**config.mk**
```make
export PLATFORM = sky130hd
export DESIGN_NAME = fill_r
export DESIGN_NICKNAME = d
export VERILOG_FILES = /design/src/rtl/fill_r.sv
export SDC_FILE = /design/constraint.sdc
export NUM_CORES = 1
export LEC_CHECK = 0
export ABC_AREA = 1
export BUFFER_PORTS_ARGS = -buffer_cell sky130_fd_sc_hd__buf_2
export CAP_MARGIN = 30
export CORE_AREA = 3 3 660 662
export CTS_CLUSTER_DIAMETER = 40
export DETAILED_ROUTE_END_ITERATION = 12
export DIE_AREA = 0 0 663 665
export GPL_TIMING_DRIVEN = 0
export PLACE_DENSITY = 0.33
export SYNTH_ARGS = -nofsm -noshare
export SYNTH_HDL_FRONTEND = slang
export SYNTH_SLANG_ARGS = --single-unit
```
**constraint.sdc**
```tcl
create_clock -name clk -period 1.8 [get_ports clk]
set_clock_uncertainty 0.15 [all_clocks]
set_input_delay 0.45 -clock clk [delete_from_list [all_inputs] [get_ports clk]]
set_output_delay 0.45 -clock clk [all_outputs]
set_load 0.02 [all_outputs]
```
**src/rtl/fill_r.sv**
```systemverilog
// Read-miss fill engine: pairs each popped read-miss entry with the next in-order AXI R beat and returns the line to host and cache.
// Latency: pop in cycle N, R beat accepted no earlier than N+1, pushes in N+2. Throughput is one line per 3 cycles.
// Backpressure: rready_o drops in the same cycle that either downstream almost-full is high. The R beat is held by the source until both clear.
module fill_r #(
    parameter int ADDR_W = 64,
    parameter int DATA_W = 512,
    parameter int ID_W   = 16,
    parameter int TID_W  = 10
) (
    input  logic                      clk,
    input  logic                      rst_n,
    input  logic [ID_W-1:0]           rid_i,
    input  logic [DATA_W-1:0]         rdata_i,
    input  logic [1:0]                rresp_i,
    input  logic                      rlast_i,
    input  logic                      rvalid_i,
    output logic                      rready_o,
    input  logic                      rmfifo_aempty_i,
    output logic                      rmfifo_rden_o,
    input  logic [TID_W+ADDR_W-1:0]   rmfifo_data_i,
    input  logic                      rdfifo_afull_i,
    output logic                      rdfifo_wren_o,
    output logic [TID_W+DATA_W-1:0]   rdfifo_data_o,
    input  logic                      fillfifo_afull_i,
    output logic                      fillfifo_wren_o,
    output logic [ADDR_W+DATA_W-1:0]  fillfifo_data_o,
    output logic                      err_o
);

    typedef enum logic [1:0] {
        S_IDLE,
        S_WAIT,
        S_PUSH
    } state_t;

    state_t              state_q;
    logic [TID_W-1:0]    tid_q;
    logic [ADDR_W-1:0]   addr_q;
    logic [DATA_W-1:0]   data_q;
    logic [1:0]          resp_q;
    logic                last_q;
    logic                err_q;
    logic                accept;

    // Responses come back in issue order, so the R ID carries no information here.
    logic unused_rid;
    assign unused_rid = ^rid_i;

    // Strobes are gated by rst_n so nothing moves while reset is held, even mid-transaction.
    assign rmfifo_rden_o   = rst_n && (state_q == S_IDLE) && !rmfifo_aempty_i;
    assign rready_o        = rst_n && (state_q == S_WAIT) && !rdfifo_afull_i && !fillfifo_afull_i;
    assign accept          = rready_o && rvalid_i;
    assign rdfifo_wren_o   = rst_n && (state_q == S_PUSH);
    assign fillfifo_wren_o = rst_n && (state_q == S_PUSH) && (resp_q == 2'b00);

    assign rdfifo_data_o   = {tid_q, data_q};
    assign fillfifo_data_o = {addr_q, data_q};
    assign err_o           = err_q;

    always_ff @(posedge clk) begin
        if (!rst_n) begin
            state_q <= S_IDLE;
            tid_q   <= '0;
            addr_q  <= '0;
            data_q  <= '0;
            resp_q  <= 2'b00;
            last_q  <= 1'b0;
            err_q   <= 1'b0;
        end else begin
            case (state_q)
                S_IDLE: begin
                    if (!rmfifo_aempty_i) begin
                        tid_q   <= rmfifo_data_i[TID_W+ADDR_W-1:ADDR_W];
                        addr_q  <= rmfifo_data_i[ADDR_W-1:0];
                        state_q <= S_WAIT;
                    end
                end
                S_WAIT: begin
                    if (accept) begin
                        data_q  <= rdata_i;
                        resp_q  <= rresp_i;
                        last_q  <= rlast_i;
                        state_q <= S_PUSH;
                    end
                end
                S_PUSH: begin
                    // An error response or a missing rlast poisons the sticky flag; the host still gets the beat.
                    if ((resp_q != 2'b00) || !last_q) begin
                        err_q <= 1'b1;
                    end
                    state_q <= S_IDLE;
                end
                default: begin
                    state_q <= S_IDLE;
                end
            endcase
        end
    end

endmodule

```
==> results.cfg <==
[yosys]
synth_cells = 4234
yosysTopAreaCellShare_pct = 40.6
async_flop_share_pct = 0
synth-edff-count = 0
synth_ff_type = dfxtp_1
yosys.area.top_type = dfxtp_1
ys_ff_latch = 592
synth_area_um2 = 29200
synthTopCellsByArea = dfxtp_1, buf_4, nand3_1
synth_cell_types = 16
avgSynthCellArea_um2 = 6.90
syn_nets = 4845
ys_seq_area_share_pct = 40.6
synth_commonest_cells = nor2_1, dfxtp_1, buf_4
yosysWarnings = 0
synth.most_common_cell = nor2_1

[grt]
grt_pass1_wl_mm = 449
grt_pass1_vias = 39000
antenna_found_initial = 92
grt_max_degree = 14
grt_overflow = 0
grt_use_total_pct = 15.8

[min_path]
hold_depth = 5
min_path_type = input pin to register

[finish]
drive_above_1_share_pct = 51.3
layout.nets = 7525
layout.cells.non_filler = 12800
syn2layout_area_growth_pct = 138
fillers = 49200

[floorplanning]
initial_utilization_pct = 6.79
die_h_um = 665
fp-row-count = 241
dieArea_um2 = 441000
core_um2 = 430000
die_x_um = 663
io_pins = 1714

[routing]
wl_per_cell_um = 28.8
final_antenna_net_count = 0
first_pass_iters = 5
drc_errors = 0
vias = 39500
vias_per_cell = 3.09
routed_wl_mm = 368
drt_iter0_drc = 2190

[timing]
hold_viol = 0
rsz0062_at_grt = true
fin_setup_tns_ns = -485.90
max_freq_ghz = 0.364
drv_slew = 0
setup_viol = 1687
setup_ws_ns = -0.949
max_slew_margin_pct = 37.6
worst_pin_slew_ns = 0.936
finalCritPeriodShare_pct = 153
period_minus_slack_ns = 2.75

[placement]
dp_hpwl_mm = 315
gp_congestion = 0.941
placedCellCount = 11700
port-buffer-count = 1695
pre_cts_slack_ns = -2.51

[pwr]
power_density_nw_per_um2 = 767
internal_power_mw = 38.1
p_comb_share_pct = 16.2
seq_power_share_pct = 25.8
p_leak_nw = 32.5
power_mw = 53.3
peakVddDrop_mv = 0.530
clkPwrFrac_pct = 58.0
switching_share_pct = 28.4
power.switching_mw = 15.1

[run_status]
failed_checks = negative setup slack
status = finished, violations left

[clock_tree]
cts_buffers = 160
clk_path_buf_depth = 4
htreeDepth = 4
clkTransAtPathRegs_ns = 0.04
clkSinkCount = 592
cts_root_buffer = clkbuf_16
worstSkewPairLatency_ns = 0.78
cts_tree = built

[critical_path]
startpoint_type = register
cp_slowest_stage_delay_ns = 0.35
ff2ff_path_depth = 17
required_ns = 1.20
cpMostUsedCell = buf_12
crit_arrival_ns = 2.15
crit_chain = nor3_4, buf_12, clkinvlp_4, buf_12, clkbuf_16, nor2_4, buf_12
crit_type = register to output port
crit_slowest_cell = dfxtp_4
crit_fanout = 3
end_kind = output port

[run]
cap_viol_max_count = 0
[worst max-delay path: cells and delay by family (launching register included)]
family	cells	cell delay [ns]
and+or+nand+nor	2	0.28
DFF	1	0.35
buffers and inverters	5	0.70
[power by group through the flow]
stage               Sequential (mW)  Clock (mW)  Combinational (mW)
floorplan                      14.4           0                2.25
global placement               14.2           0                6.03
detailed placement             14.2           0                6.06
CTS                            14.0        31.8                8.13
global route                   13.8        32.3                9.23
finish                         13.7        30.9                8.65
[state kept, by name, summed over array words and instances (netlist names)]
name     cells
data_q     512
addr_q      64
tid_q       10
resp_q       2
state_q      2
err_o        1
last_q       1
[layout make-up]
class / instances / area, um2 / area share, %
clock inverter: 65 / 1020 / 1.46
antenna: 36 / 90.1 / 0.130
buffer: 800 / 7190 / 10.3
multi-input combinational: 2295 / 11800 / 17.0
timing repair buffer: 2541 / 22700 / 32.7
tap: 5710 / 7140 / 10.3
inverter: 524 / 1970 / 2.84
clock buffer: 221 / 4680 / 6.73
sequential: 592 / 12900 / 18.5
[metal layers]
layer,global-route usage (%),wire length (um),vias to the layer above
li1,-,-,18200
met4,4.39,15800,26
met2,27.8,176000,1648
met5,0,309,-
met3,7.15,40300,492
met1,17.1,136000,19100
[stage by stage]
stage	cell area, um2	utilization [%]	hold WS, ns
global placement	44900	10.4	0.299
global route	69400	16.1	0.202
CTS	61500	14.3	0.139
detailed placement	45000	10.5	0.301
finish	69500	16.2	0.224
floorplan	29200	-	0.293
[path summary, 6_finish.rpt]
| check | from | end | slack (ns) |
|---|---|---|---|
| worst min register to register | err_o$_SDFFE_PN0P_ | err_o$_SDFFE_PN0P_ | 0.30 |
| worst max-delay path | state_q[1]$_SDFFE_PN0P_ | rmfifo_rden_o | -0.95 |
| worst max register to register | state_q[1]$_SDFFE_PN0P_ | data_q[19]$_SDFFE_PN0P_ | -0.60 |
| worst min-delay path | rst_n | state_q[0]$_SDFFE_PN0P_ | 0.22 |
[repair_timing]
item | CTS | global route
endpoints found under the hold margin | 589 | 0
hold buffers | 589 | 0
setup endpoints to repair | 1695 | 1690
gates resized for setup | 734 | 2487
gates cloned | 44 | 29
pin swaps | 188 | 281
setup buffers | 85 | 111
[cells by family (layout without fill, tap and decap cells)]
logic type             after synthesis  after routing  synth area share [%]
other                                0             36                     0
flip-flops                         592            592                  40.6
buffers and inverters             1347           4151                  25.1
AO/OA/AOI/OAI                      591            591                  10.1
AND/OR/NAND/NOR                   1704           1704                  24.2
[cell usage in the layout, fill, tap and decap left out, types with 2 or more instances in the layout]
master / netlist / routed
buf_2: 107 / 1391
nor2_1: 664 / 647
dlygate4sd3_1: 0 / 589
inv_1: 524 / 522
nand2_1: 519 / 493
buf_6: 3 / 437
nand3_1: 516 / 421
buf_4: 563 / 303
dfxtp_1: 592 / 279
a21oi_2: 0 / 275
buf_12: 0 / 269
dfxtp_4: 0 / 246
a21oi_1: 515 / 240
clkbuf_16: 0 / 193
buf_8: 0 / 131
clkbuf_1: 117 / 125
nand3_2: 1 / 80
o21ai_0: 76 / 76
dfxtp_2: 0 / 67
buf_16: 0 / 41
clkbuf_8: 0 / 41
diode_2: 0 / 36
buf_1: 33 / 32
clkinv_2: 0 / 29
nand2_2: 0 / 25
bufinv_16: 0 / 23
nand3_4: 0 / 16
nor2_4: 1 / 11
nor2_2: 0 / 7
clkbuf_2: 0 / 6
clkinvlp_4: 0 / 5
clkbuf_4: 0 / 4
inv_6: 0 / 3
nor3_4: 0 / 2
inv_16: 0 / 2
clkinv_16: 0 / 2
Power figures use the tool's default switching activity.
